`config.mk`:
```
export PLATFORM = sky130hd
export DESIGN_NAME = ram_arbiter
export DESIGN_NICKNAME = d
export VERILOG_FILES = /design/src/rtl/ram_pkg.sv /design/src/rtl/rr_arb2.sv /design/src/rtl/ram_arbiter.sv
export SDC_FILE = /design/constraint.sdc
export NUM_CORES = 1
export LEC_CHECK = 0
export CAP_MARGIN = 0
export CORE_MARGIN = 10
export CORE_UTILIZATION = 23
export DETAILED_ROUTE_END_ITERATION = 10
export PLACE_DENSITY_LB_ADDON = 0.3
export SETUP_SLACK_MARGIN = 0.3
export SYNTH_ARGS = -nofsm -noshare
export SYNTH_HDL_FRONTEND = slang
export SYNTH_SLANG_ARGS = --single-unit
```
`constraint.sdc`:
```
create_clock -name clk -period 4.3 [get_ports clk]
set_input_delay 0.86 -clock clk [delete_from_list [all_inputs] [get_ports clk]]
set_output_delay 0.86 -clock clk [all_outputs]
set_load 0.01 [all_outputs]
```
`src/rtl/ram_pkg.sv`:
```
// Shared constants and types for the data-RAM arbiter slice.
package ram_pkg;
  localparam int RAM_ADDR_W = 9;
  localparam int RAM_DATA_W = 32;
  localparam int RAM_DEPTH  = 512;

  typedef enum logic {
    PORT_CPU = 1'b0,
    PORT_IO  = 1'b1
  } port_e;

  // Outstanding read: valid plus the port the registered RAM data belongs to.
  typedef struct packed {
    logic  valid;
    port_e port;
  } rd_tag_t;

  typedef struct packed {
    logic  valid;
    port_e owner;
  } lock_t;
endpackage

```
`src/rtl/rr_arb2.sv`:
```
// Two-way round-robin grant with its priority pointer register.
module rr_arb2
  import ram_pkg::*;
(
  input  logic       clk,
  input  logic       rst_n,
  input  logic [1:0] req,
  input  logic       hold,
  output logic [1:0] gnt,
  output port_e      rr_ptr
);

  always_comb begin
    gnt = req;
    if (req == 2'b11) begin
      gnt = (rr_ptr == PORT_IO) ? 2'b10 : 2'b01;
    end
  end

  // After a grant the losing side becomes favoured; hold freezes priority.
  always_ff @(posedge clk or negedge rst_n) begin
    if (!rst_n) begin
      rr_ptr <= PORT_CPU;
    end else if ((|gnt) && !hold) begin
      rr_ptr <= gnt[0] ? PORT_IO : PORT_CPU;
    end
  end

endmodule

```
`src/rtl/ram_arbiter.sv`:
```
// Two-port round-robin arbiter in front of the 512x32 synchronous data RAM.
// Optional bus locking for atomic read-modify-write: RAM_ARB_LOCK_EN.
module ram_arbiter
  import ram_pkg::*;
#(
  parameter int ADDR_W = RAM_ADDR_W,
  parameter int DATA_W = RAM_DATA_W
) (
  input  logic              clk,
  input  logic              rst_n,
  input  logic              m0_req,
  input  logic              m0_we,
  input  logic [ADDR_W-1:0] m0_addr,
  input  logic [DATA_W-1:0] m0_wdata,
  output logic              m0_gnt,
  output logic              m0_rvalid,
  output logic [DATA_W-1:0] m0_rdata,
  input  logic              m1_req,
  input  logic              m1_we,
  input  logic [ADDR_W-1:0] m1_addr,
  input  logic [DATA_W-1:0] m1_wdata,
  output logic              m1_gnt,
  output logic              m1_rvalid,
  output logic [DATA_W-1:0] m1_rdata,
`ifdef RAM_ARB_LOCK_EN
  input  logic              m0_lock,
  input  logic              m1_lock,
`endif
  output logic              ram_read,
  output logic              ram_write,
  output logic [ADDR_W-1:0] ram_addr,
  output logic [DATA_W-1:0] ram_wdata,
  input  logic [DATA_W-1:0] ram_rdata
);

  // Handshake: a requester raises req with stable we/addr/wdata and keeps
  // them until gnt is seen in the same cycle; gnt is the single-cycle accept.
  // A granted read answers with rvalid exactly one cycle later.
  logic [1:0] req_m;
  logic [1:0] gnt;
  logic       hold;
  logic       win;
  port_e      win_port;
  logic       sel_we;
  rd_tag_t    rd_tag;

`ifdef RAM_ARB_LOCK_EN
  lock_t      lock_q;
  logic       sel_lock;

  always_comb begin
    req_m = {m1_req, m0_req} & {2{rst_n}};
    hold  = lock_q.valid;
    if (lock_q.valid) begin
      req_m = req_m & ((lock_q.owner == PORT_IO) ? 2'b10 : 2'b01);
    end
  end

  assign sel_lock = (win_port == PORT_IO) ? m1_lock : m0_lock;

  // A locked grant claims the bus; the owner's first unlocked grant frees it.
  always_ff @(posedge clk or negedge rst_n) begin
    if (!rst_n) begin
      lock_q <= '{valid: 1'b0, owner: PORT_CPU};
    end else if (win) begin
      if (sel_lock) begin
        lock_q <= '{valid: 1'b1, owner: win_port};
      end else begin
        lock_q.valid <= 1'b0;
      end
    end
  end
`else
  // Reset gating keeps grants and RAM strobes quiet while rst_n is low.
  always_comb begin
    req_m = {m1_req, m0_req} & {2{rst_n}};
    hold  = 1'b0;
  end
`endif

  rr_arb2 u_arb (
    .clk    (clk),
    .rst_n  (rst_n),
    .req    (req_m),
    .hold   (hold),
    .gnt    (gnt),
    .rr_ptr ()
  );

  assign win      = |gnt;
  assign win_port = gnt[1] ? PORT_IO : PORT_CPU;
  assign m0_gnt   = gnt[0];
  assign m1_gnt   = gnt[1];

  assign sel_we    = (win_port == PORT_IO) ? m1_we    : m0_we;
  assign ram_addr  = (win_port == PORT_IO) ? m1_addr  : m0_addr;
  assign ram_wdata = (win_port == PORT_IO) ? m1_wdata : m0_wdata;
  assign ram_read  = win & ~sel_we;
  assign ram_write = win & sel_we;

  always_ff @(posedge clk or negedge rst_n) begin
    if (!rst_n) begin
      rd_tag <= '{valid: 1'b0, port: PORT_CPU};
    end else begin
      rd_tag <= '{valid: ram_read, port: win_port};
    end
  end

  assign m0_rvalid = rd_tag.valid && (rd_tag.port == PORT_CPU);
  assign m1_rvalid = rd_tag.valid && (rd_tag.port == PORT_IO);
  assign m0_rdata  = ram_rdata;
  assign m1_rdata  = ram_rdata;

endmodule

```
==> results of run 1 <==
[power by group]
group / total, uW / internal [uW] / leakage, uW / switching [uW]
sequential: 34.0 / 31.7 / 0.0000375 / 2.36
clock: 81.7 / 63.2 / 0.0000228 / 18.5
combinational: 261 / 186 / 0.000870 / 75.5
total: 377 / 281 / 0.000930 / 96.4
[worst max path at each step]
stage / from / endpoint / slack (ns) / cells after the start
final: m0_req / ram_addr[8] / 0.67 / 6
after global routing: m0_req / ram_addr[8] / 0.58 / 6
after detailed placement: m0_req / ram_addr[8] / 0.66 / 6
after CTS: m0_req / ram_addr[8] / 0.67 / 6
after global placement: m0_req / ram_wdata[31] / 0.67 / 6
after floorplan: m0_req / ram_wdata[22] / 1.75 / 5
[kinds of logic (layout without fill, tap and decap cells)]
| family | after synthesis | count (layout) | synth area share |
|---|---|---|---|
| compound gates | 4 | 4 | 0.01963 |
| flops | 3 | 3 | 0.05607 |
| simple gates | 11 | 11 | 0.04019 |
| buf+inv | 70 | 141 | 0.4299 |
| mux | 41 | 41 | 0.4542 |
[critical path, cell delays in order]
cell and delay, ns:
sky130_fd_sc_hd__clkdlybuf4s50_1 0.44, sky130_fd_sc_hd__nand2b_1 0.10, sky130_fd_sc_hd__and3_2 0.21, sky130_fd_sc_hd__buf_12 0.30, sky130_fd_sc_hd__mux2_2 0.37, sky130_fd_sc_hd__clkdlybuf4s50_1 0.48
[layout make-up]
type | instances | share of cell area
Clock buffer | 4 | 0.01982
Sequential cell | 3 | 0.03304
Inverter | 1 | 0.001652
Tap cell | 72 | 0.03965
Multi-Input combinational cell | 56 | 0.3034
Timing Repair Buffer | 136 | 0.6024
[state kept, by name (all words and copies together), names as in the netlist]
signal	count
rd_tag	2
u_arb.rr_ptr	1
[layout by cell type, fill, tap and decap left out, types with 2 or more instances in the layout]
cell type	n
sky130_fd_sc_hd__clkdlybuf4s50_1	134
sky130_fd_sc_hd__dfrtp_1	3
sky130_fd_sc_hd__mux2_4	39
sky130_fd_sc_hd__mux2_2	2
sky130_fd_sc_hd__clkbuf_8	3
sky130_fd_sc_hd__nand2_1	5
sky130_fd_sc_hd__nand2b_1	2
[stage by stage]
stage / cell area (um^2) / total power (uW) / cells / hold slack (ns)
global route: 2272 / 400.8 / 272 / 0.5496
detailed placement: 2227 / 298.8 / 268 / 0.5166
finish: 2272 / 377.2 / 272 / 0.5223
CTS: 2272 / 384.4 / 272 / 0.5206
floorplan: 1339 / 207.3 / 129 / 0.4723
global placement: 2227 / 297.6 / 268 / 0.5061
[synthesized netlist by cell type]
master | instances | area, um^2
sky130_fd_sc_hd__buf_4 | 64 | 480.5
sky130_fd_sc_hd__mux2_4 | 39 | 585.6
sky130_fd_sc_hd__nand2_1 | 5 | 18.77
sky130_fd_sc_hd__buf_12 | 4 | 80.08
sky130_fd_sc_hd__dfrtp_1 | 3 | 75.07
sky130_fd_sc_hd__mux2_2 | 2 | 22.52
sky130_fd_sc_hd__nand2b_1 | 2 | 12.51
sky130_fd_sc_hd__a21oi_1 | 1 | 5.000
sky130_fd_sc_hd__a31oi_1 | 1 | 6.260
sky130_fd_sc_hd__and2_1 | 1 | 6.260
sky130_fd_sc_hd__and3_1 | 1 | 6.260
sky130_fd_sc_hd__buf_6 | 1 | 11.26
sky130_fd_sc_hd__inv_1 | 1 | 3.750
sky130_fd_sc_hd__nor2_1 | 1 | 3.750
sky130_fd_sc_hd__nor2b_1 | 1 | 6.260
sky130_fd_sc_hd__o22ai_1 | 1 | 6.260
sky130_fd_sc_hd__o32ai_1 | 1 | 8.760
[layer usage]
layer,track usage,wire [um],vias to the layer above
met1,0.1045,1943,458
met5,0,0,-
met2,0.1592,2362,102
li1,-,-,509
met4,0.01574,14,0
met3,0.06148,913,4
==> metrics.txt, run 1 <==
# TYPE chip_impl_metric gauge
chip_impl_metric{name="cts.sink_count",unit=""} 3
chip_impl_metric{name="postCtsHoldBufs",unit=""} 0
chip_impl_metric{name="grt_util_all_layers",unit=""} 0.09663
chip_impl_info{name="critical_path_class",value="primary input to primary output"} 1
chip_impl_metric{name="postRouteAntennaNets",unit=""} 0
chip_impl_metric{name="setup_slack",unit="ns"} 0.6749
chip_impl_metric{name="power_density",unit="mW/mm^2"} 166.0
chip_impl_metric{name="ff_latch_area",unit="um^2"} 75.07
chip_impl_metric{name="syn-instance-count",unit=""} 129
chip_impl_metric{name="postCtsResizedCells",unit=""} 0
chip_impl_metric{name="route.detailed.drc",unit=""} 0
chip_impl_metric{name="port_buffers",unit=""} 134
chip_impl_metric{name="synth_seq_cells",unit=""} 3
chip_impl_metric{name="ctsLongestPathBuffers",unit=""} 2
chip_impl_info{name="timing.critical_path.from_type",value="primary input"} 1
chip_impl_info{name="endpoint_class_of_the_critical_path",value="primary output"} 1
chip_impl_metric{name="unique_masters_post_synth",unit=""} 17
chip_impl_metric{name="die_h",unit="um"} 96.30
chip_impl_info{name="worst_hold_startpoint",value="u_arb.rr_ptr"} 1
chip_impl_metric{name="layout_min_cycle_time",unit="ns"} 3.625
chip_impl_metric{name="grt.overflow.total",unit=""} 0
chip_impl_metric{name="effective_utilization_at_floorplan",unit=""} 0.2402
chip_impl_metric{name="max-slew-margin-rel",unit=""} 0.7904
chip_impl_metric{name="die_width",unit="um"} 96.30
chip_impl_metric{name="crit_fanout",unit=""} 43
chip_impl_info{name="outcome",value="complete, no violations"} 1
chip_impl_metric{name="syn_area_per_cell",unit="um^2"} 10.38
chip_impl_metric{name="final.fill_count",unit=""} 538
chip_impl_metric{name="routed-via-count",unit=""} 1073
chip_impl_info{name="clk_root_buffer_cell",value="sky130_fd_sc_hd__clkbuf_8"} 1
chip_impl_metric{name="number_of_global_route_vias_before_repair",unit=""} 1039
chip_impl_info{name="tritoncts",value="done"} 1
chip_impl_metric{name="route.detailed.vias_per_inst",unit=""} 3.945
chip_impl_metric{name="timing.fmax",unit="GHz"} 0.2759
chip_impl_metric{name="rr_worst_depth",unit=""} 3
chip_impl_metric{name="antenna_diode_count",unit=""} 0
chip_impl_metric{name="maxCapViolations",unit=""} 0
chip_impl_metric{name="drtPass1Iterations",unit=""} 4
chip_impl_metric{name="worstPathArrival",unit="ns"} 2.77
chip_impl_metric{name="post-route-util",unit=""} 0.4076
chip_impl_metric{name="drt-initial-drc-count",unit=""} 8
chip_impl_metric{name="cts-htree-levels",unit=""} 1
chip_impl_metric{name="final_layout_size_suffix_gt1_frac",unit=""} 0.2350
chip_impl_metric{name="multi_input_area",unit="um^2"} 689.4
chip_impl_metric{name="setup_viol",unit=""} 0
chip_impl_metric{name="dieArea",unit="mm^2"} 0.009273
chip_impl_metric{name="hpwl",unit="um"} 4595
chip_impl_metric{name="syn-cell-area",unit="mm^2"} 0.001339
chip_impl_metric{name="ys.warnings.count",unit=""} 0
chip_impl_metric{name="gp_congestion",unit=""} 0.7602
chip_impl_metric{name="worst_pin_slew",unit="ns"} 0.3135
chip_impl_metric{name="min_path_cells",unit=""} 1
chip_impl_metric{name="leakagePower",unit="uW"} 0.0009300
chip_impl_metric{name="synth-seq-area-share",unit=""} 0.05607
chip_impl_info{name="hold-path-endpoint",value="u_arb.rr_ptr"} 1
chip_impl_metric{name="clkSlewWorstSetupHoldPaths",unit="ns"} 0.03
chip_impl_metric{name="wl_per_cell",unit="um"} 19.24
chip_impl_metric{name="core_region_area",unit="mm^2"} 0.005574
chip_impl_metric{name="antenna_found_initial",unit=""} 0
chip_impl_info{name="timing.rr.start",value="u_arb.rr_ptr"} 1
chip_impl_metric{name="finalCritPeriodShare",unit=""} 0.8431
chip_impl_metric{name="flow.area_growth_from_synthesis",unit="%"} 69.72
chip_impl_metric{name="total_wire_length",unit="um"} 5234
chip_impl_metric{name="global_route_wire_length_before_repair",unit="um"} 6872
chip_impl_metric{name="grt_start_max_net_pins",unit=""} 44
chip_impl_metric{name="postSynthNetCount",unit=""} 249
chip_impl_metric{name="r2r_setup_slack",unit="ns"} 3.14
chip_impl_metric{name="worst_ep_required_time",unit="ns"} 3.44
chip_impl_info{name="grt_setup_unrepaired",value="no"} 1
chip_impl_metric{name="finClkSkew",unit="ns"} 0.003953
chip_impl_metric{name="row_count",unit=""} 27
chip_impl_metric{name="timing.final.hold_violations",unit=""} 0
chip_impl_metric{name="num-nets-final",unit=""} 321
chip_impl_metric{name="postCtsSetupBuffers",unit=""} 0
chip_impl_metric{name="numCtsBuffers",unit=""} 3
chip_impl_info{name="regToRegEndpoint",value="rd_tag[0]"} 1
chip_impl_metric{name="post-place-ws",unit="ns"} 0.6620
chip_impl_metric{name="slew_violations",unit=""} 0
chip_impl_metric{name="clk_latency",unit="ns"} 0.22
chip_impl_metric{name="ir_drop",unit="mV"} 0.1182
chip_impl_metric{name="i_o_pins",unit=""} 231
chip_impl_metric{name="fin_tns_setup",unit="ns"} 0
chip_impl_info{name="hp-class",value="flop to flop"} 1
No activity file was read; power rests on OpenSTA's default activity.
==> run 2: changes to the inputs <==
Settings changed: CORE_UTILIZATION 23 to 19.
Clock period 4.3 ns to 2.95 ns, I/O delays scaled along.
==> run 2 against run 1 <==
Count of clock-buffer cells in the layout unchanged. Total power grew 48%. Final cell count up 16%. First-iteration DRC count grew 63%. Final area up 6.2%. Die area up 17%. Register-to-register slack got worse by 1.3 ns. Flip-flop and latch count stayed put. Non-clock buffer count is 19 higher. Via count rose by 6.3%. Combinational power grew 50%. Setup slack got worse by 0.29 ns. Largest power group unchanged.
==> metrics.txt, run 2 (same netlist as run 1, synthesis figures left out) <==
# TYPE chip_impl_metric gauge
chip_impl_metric{name="ir_drop",unit="mV"} 0.1386
chip_impl_metric{name="clkSlewWorstSetupHoldPaths",unit="ns"} 0.03
chip_impl_info{name="final_cell_mix",value="89 x sky130_fd_sc_hd__clkdlybuf4s50_1, 39 x sky130_fd_sc_hd__mux2_4, 22 x sky130_fd_sc_hd__buf_2"} 1
chip_impl_metric{name="route.detailed.vias_per_inst",unit=""} 3.622
chip_impl_metric{name="die_width",unit="um"} 103.9
chip_impl_metric{name="grt_util_all_layers",unit=""} 0.09062
chip_impl_metric{name="post-place-ws",unit="ns"} -0.07888
chip_impl_metric{name="postRouteAntennaNets",unit=""} 0
chip_impl_metric{name="setup_viol",unit=""} 0
chip_impl_metric{name="worst_pin_slew",unit="ns"} 0.2323
chip_impl_info{name="endpoint_class_of_the_critical_path",value="primary output"} 1
chip_impl_metric{name="switching_share",unit=""} 0.2634
chip_impl_metric{name="finalCritPeriodShare",unit=""} 0.8708
chip_impl_metric{name="final_layout_size_suffix_gt1_frac",unit=""} 0.4429
chip_impl_metric{name="layout_min_cycle_time",unit="ns"} 2.569
chip_impl_metric{name="max-slew-margin-rel",unit=""} 0.8447
chip_impl_metric{name="numCtsBuffers",unit=""} 3
chip_impl_metric{name="power_density",unit="mW/mm^2"} 230.6
chip_impl_metric{name="effective_utilization_at_floorplan",unit=""} 0.1960
chip_impl_metric{name="route.detailed.drc",unit=""} 0
chip_impl_metric{name="maxCapViolations",unit=""} 0
chip_impl_metric{name="gp_congestion",unit=""} 0.6615
chip_impl_metric{name="antenna_found_initial",unit=""} 0
chip_impl_metric{name="grt.overflow.total",unit=""} 0
chip_impl_metric{name="slew_violations",unit=""} 0
chip_impl_info{name="final_common_cell",value="sky130_fd_sc_hd__clkdlybuf4s50_1"} 1
chip_impl_metric{name="routed-via-count",unit=""} 1141
chip_impl_metric{name="worstPathArrival",unit="ns"} 1.98
chip_impl_metric{name="part_of_the_power_in_combinational_logic",unit=""} 0.704
chip_impl_metric{name="total_wire_length",unit="um"} 5408
chip_impl_metric{name="wl_per_cell",unit="um"} 17.17
chip_impl_metric{name="antenna_diode_count",unit=""} 0
chip_impl_info{name="tritoncts",value="done"} 1
chip_impl_metric{name="num-nets-final",unit=""} 340
chip_impl_metric{name="drtPass1Iterations",unit=""} 3
chip_impl_metric{name="number_of_global_route_vias_before_repair",unit=""} 1137
chip_impl_metric{name="setup_slack",unit="ns"} 0.3813
chip_impl_info{name="outcome",value="complete, no violations"} 1
chip_impl_metric{name="power_frac_seq",unit=""} 0.089
chip_impl_metric{name="p_int",unit="uW"} 409.9
chip_impl_info{name="largestRegisters",value="rd_tag x2, u_arb.rr_ptr x1"} 1
chip_impl_metric{name="cts.sink_count",unit=""} 3
chip_impl_metric{name="crit_fanout",unit=""} 8
chip_impl_metric{name="core_region_area",unit="mm^2"} 0.006832
chip_impl_metric{name="row_count",unit=""} 30
chip_impl_metric{name="holdWs",unit="ns"} 0.4245
chip_impl_metric{name="final.fill_count",unit=""} 699
chip_impl_metric{name="ctsLongestPathBuffers",unit=""} 2
chip_impl_metric{name="clk_latency",unit="ns"} 0.21
chip_impl_metric{name="finClkSkew",unit="ns"} 0.001500
chip_impl_metric{name="i_o_pins",unit=""} 231
chip_impl_metric{name="port_buffers",unit=""} 134
chip_impl_metric{name="dieArea",unit="mm^2"} 0.01080
chip_impl_info{name="regToRegEndpoint",value="rd_tag[1]"} 1
chip_impl_metric{name="rr_worst_depth",unit=""} 5
chip_impl_metric{name="worst_ep_required_time",unit="ns"} 2.36
chip_impl_metric{name="cts-htree-levels",unit=""} 1
chip_impl_metric{name="global_route_wire_length_before_repair",unit="um"} 7866
chip_impl_info{name="timing.rr.start",value="u_arb.rr_ptr"} 1
chip_impl_metric{name="timing.final.hold_violations",unit=""} 0
chip_impl_metric{name="postCtsHoldBufs",unit=""} 0
chip_impl_metric{name="leakagePower",unit="uW"} 0.001086
chip_impl_metric{name="r2r_setup_slack",unit="ns"} 1.85
chip_impl_info{name="hp-class",value="primary input to async pin"} 1
chip_impl_metric{name="die_h",unit="um"} 103.9
chip_impl_metric{name="largest_reg_flops",unit=""} 2
chip_impl_metric{name="flow.area_growth_from_synthesis",unit="%"} 80.28
chip_impl_info{name="critical_path_class",value="primary input to primary output"} 1
chip_impl_metric{name="p_switching",unit="uW"} 146.6
chip_impl_info{name="clk_root_buffer_cell",value="sky130_fd_sc_hd__clkbuf_8"} 1
chip_impl_info{name="grt_setup_unrepaired",value="no"} 1
chip_impl_metric{name="timing.fmax",unit="GHz"} 0.3893
chip_impl_metric{name="grt_start_max_net_pins",unit=""} 10
chip_impl_info{name="timing.critical_path.from_type",value="primary input"} 1
chip_impl_metric{name="drt-initial-drc-count",unit=""} 13
chip_impl_metric{name="hpwl",unit="um"} 4587
chip_impl_info{name="regMostFlops",value="rd_tag"} 1
chip_impl_metric{name="clock_power_share",unit=""} 0.207
[run 2: changes by cell type in the layout (fill, tap and decap cells not counted), sizes merged]
cell           before  now
dlygate4sd2         0   14
bufbuf              0    1
buf                 2   43
clkdlybuf4s50     134   89
clkdlybuf4s15       0    8
[run 2: power by group through the flow]
stage	Sequential [uW]	Combinational (uW)	Clock, uW
global route	50.0	415	126
CTS	49.4	400	119
detailed placement	49.7	399	0
global placement	49.6	398	0
finish	49.3	392	115
floorplan	49.0	253	0
[run 2: per-stage QoR]
| stage | std cells | power (uW) | setup TNS, ns | area, um^2 | util |
|---|---|---|---|---|---|
| 3_5_place_dp | 299 | 448.8 | -2.537 | 2322 | 0.3399 |
| 6_report | 315 | 556.5 | 0 | 2414 | 0.3533 |
| 2_1_floorplan | 129 | 302.1 | 0 | 1339 | - |
| 4_1_cts | 315 | 568.3 | 0 | 2432 | 0.3560 |
| 5_1_grt | 315 | 591.2 | 0 | 2414 | 0.3533 |
| 3_3_place_gp | 299 | 447.5 | -0.8534 | 2322 | 0.3399 |
[run 2: critical path, cell delays in order]
cell and delay [ns]:
sky130_fd_sc_hd__dlygate4sd2_1 0.25, sky130_fd_sc_hd__nand2b_1 0.09, sky130_fd_sc_hd__and3_4 0.22, sky130_fd_sc_hd__buf_4 0.13
sky130_fd_sc_hd__buf_12 0.12, sky130_fd_sc_hd__mux2_4 0.29, sky130_fd_sc_hd__dlygate4sd2_1 0.29
[run 2: timing repair]
action | 4_1_cts | 5_1_grt
buffers inserted | 9 | 0
endpoints found under the setup margin | 44 | 3
gates cloned | 3 | 0
gates resized for setup | 132 | 3
pin swaps | 1 | 0
[run 2: worst max path at each step]
stage	startpoint	depth (start not counted)	slack, ns	end
global route	m0_req	7	0.33	ram_addr[7]
finish	m0_req	7	0.38	ram_addr[7]
global placement	m0_req	6	-0.04	ram_addr[7]
detailed placement	m0_req	6	-0.08	ram_addr[7]
floorplan	m0_req	5	0.94	ram_wdata[22]
CTS	m0_req	7	0.30	ram_wdata[23]
[run 2: routing by layer]
layer  global-route usage  wire [um]  up-vias
li1                     -          -      548
met1               0.1005       2229      502
met2               0.1541       2504       86
met3              0.04771        658        5
met4              0.01093         16        0
met5                    0          0        -
[run 2: layout make-up]
class	count	area, um^2	area share
Tap cell	96	120.1	0.04977
Inverter	1	3.754	0.001555
Multi-Input combinational cell	56	693.2	0.2872
Timing Repair Buffer	155	1476	0.6117
Clock buffer	4	45.04	0.01866
Sequential cell	3	75.07	0.03110
==> RTL change, RTL diff (flow settings as in run 2) <==
Set the package constant `RAM_ADDR_W` to 8 (it was 9).
--- a/src/rtl/ram_pkg.sv
+++ b/src/rtl/ram_pkg.sv
@@ -1,6 +1,6 @@
 // Shared constants and types for the data-RAM arbiter slice.
 package ram_pkg;
-  localparam int RAM_ADDR_W = 9;
+  localparam int RAM_ADDR_W = 8;
   localparam int RAM_DATA_W = 32;
   localparam int RAM_DEPTH  = 512;
 
Interface: changed (resized m0_addr, m1_addr and ram_addr); port bits go from 231 to 228. The function was not compared with the original's and may differ.
==> RTL change against run 2 <==
- highest routed layer unchanged
- critical path depth stayed put
- sequential cell count did not move
- setup slack worse by 0.081 ns
- combinational power is 2% lower
- clock skew about the same
- sequential power grew 0.8%
- wire length fell by 2.1%
- area after synthesis is 0.84% lower
- final area shrank 0.73%
- register-to-register slack lost 0.04 ns
- synthesized cell count is 0.78% lower
- total power decreased by 0.53%
- critical endpoint is now ram_wdata[2]
==> RTL change: results <==
metrics = {
    "outcome": {
        "run_status": "finished clean",
    },
    "grt": {
        "grt_antenna_before_repair": 0,
        "grt_util_all_layers_pct": 9.26,
        "global_route_wire_length_before_repair_um": 7910,
        "largest_net_degree_at_the_start_of_global_routing": 11,
        "first_global_vias": 1219,
    },
    "critical_path": {
        "rrSetupSlack_ns": 1.81,
        "worstPathMaxFanout": 6,
        "endpoint": "ram_wdata[2]",
        "crit_reg_reg_startpoint": "u_arb.rr_ptr$_DFFE_PN0P_",
        "reg2reg_to": "rd_tag[1]$_DFF_PN0_",
        "timing.critical_path.from": "m0_req",
        "crit_arrival_ns": 2.06,
    },
    "layout": {
        "post_route_cells_drive_above_1_share_pct": 32.9,
        "number_of_diodes": 0,
        "reg.largest.list": "rd_tag x2, u_arb.rr_ptr x1",
        "finish.net_count": 329,
    },
    "power_and_ir_drop": {
        "max-vdd-ir-drop_uv": 154,
        "static-leakage-power_nw": 1.06,
    },
    "placed_design": {
        "placement.io_buffers": 131,
        "routabilityCongestion": 0.685,
        "place.detailed.instances": 294,
        "place.detailed.hpwl_um": 4430,
    },
    "yosys": {
        "synthesis.nets": 246,
        "syn_inst": 128,
        "synth.area.top_cells": "mux2_4, buf_4, buf_12",
        "commonest_cells_in_the_synthesized_netlist": "buf_4, mux2_4, nand2_1, buf_12, dfrtp_1",
        "async_reset_ff_share_pct": 100,
        "ys.flop_type": "dfrtp_1",
        "synthesis.yosys.warnings": 0,
        "sequential_share_of_the_synthesized_area_pct": 5.66,
    },
    "sta": {
        "max-slew-margin-rel_pct": 78.8,
        "skew_ns": 0.00140,
    },
    "clock_network": {
        "cts-root-buf": "clkbuf_8",
        "htree_num_levels": 1,
        "clock_latency_ns": 0.21,
        "cts-root-to-sink-buffers": 2,
        "cts.reportedPaths.clkPinSlew_ns": 0.03,
    },
    "worst_hold_path": {
        "min_path_type": "input pin to asynchronous set/reset pin",
    },
    "detailed_routing": {
        "drt_wl_total_um": 5290,
        "avgViaCountPerCell": 3.74,
        "drt_first_iter_violations": 20,
        "antenna_violating_nets_post_route": 0,
        "detail_route.first_pass.iterations": 3,
        "route.detailed.wl_per_inst_um": 17.3,
    },
}
RTL change: changes by cell type in the layout (fill, tap and decap cells not counted), moves of 2 or more:
cell                    run 2  this run
buf_2                      22         7
buf_4                      15        10
clkdlybuf4s15_1             0        13
clkdlybuf4s15_2             8         2
clkdlybuf4s50_1            89        87
dlygate4sd2_1              14        22
RTL change: timing repair:
item / in CTS / in global routing
buffers inserted: 5 / 0
pin swaps: 0 / 1
resized for setup: 75 / 13
cloned: 3 / 0
setup endpoints to repair: 42 / 35
RTL change: power breakdown:
part           internal (mW)  switching (mW)  total (mW)
clock                 0.0921          0.0268       0.119
combinational          0.268           0.117       0.385
sequential            0.0462         0.00353      0.0497
total                  0.406           0.148       0.554
RTL change: worst min path at each step:
| stage | end | slack, ns |
|---|---|---|
| floorplan | rd_tag[0]$_DFF_PN0_ | 0.29 |
| global placement | u_arb.rr_ptr$_DFFE_PN0P_ | 0.50 |
| detailed placement | u_arb.rr_ptr$_DFFE_PN0P_ | 0.51 |
| CTS | u_arb.rr_ptr$_DFFE_PN0P_ | 0.45 |
| global route | rd_tag[0]$_DFF_PN0_ | 0.46 |
| finish | u_arb.rr_ptr$_DFFE_PN0P_ | 0.45 |
RTL change: logic make-up (layout without fill, tap and decap cells):
family | after synthesis | count (layout) | synth area share, %
buffers and inverters | 70 | 152 | 43.4
flip-flops | 3 | 3 | 5.65
AO/OA/AOI/OAI | 4 | 4 | 1.98
multiplexers | 40 | 40 | 45.0
AND/OR/NAND/NOR | 11 | 11 | 4.05
RTL change: final cells by class:
cell class | instances | area (um2)
inverter | 1 | 3.75
sequential | 3 | 75.1
clock buffer | 4 | 45.0
timing repair buffer | 147 | 1470
fill | 691 | 4400
multi-input combinational | 55 | 682
tap | 96 | 120
RTL change: per-stage QoR:
step                worst slack, ns  setup TNS (ns)  hold slack [ns]  area [um2]
floorplan                     0.942               0            0.294        1330
global placement            -0.0809           -1.70            0.495        2260
detailed placement           -0.104           -2.46            0.509        2260
CTS                           0.280               0            0.453        2380
global route                  0.251               0            0.465        2400
finish                        0.300               0            0.453        2400
RTL change: per-layer routing:
| layer | GRT usage (%) | share of wire, % |
|---|---|---|
| met4 | 1.71 | 0.85 |
| met3 | 4.21 | 11 |
| met1 | 10.6 | 42 |
| met2 | 15.5 | 47 |
| met5 | 0 | 0 |
RTL change: worst max-delay path, stage by stage:
cell,delay (ns)
dlygate4sd2_1,0.25
nand2b_1,0.09
and3_4,0.23
bufbuf_16,0.28
buf_4,0.11
mux2_4,0.28
clkdlybuf4s15_2,0.23
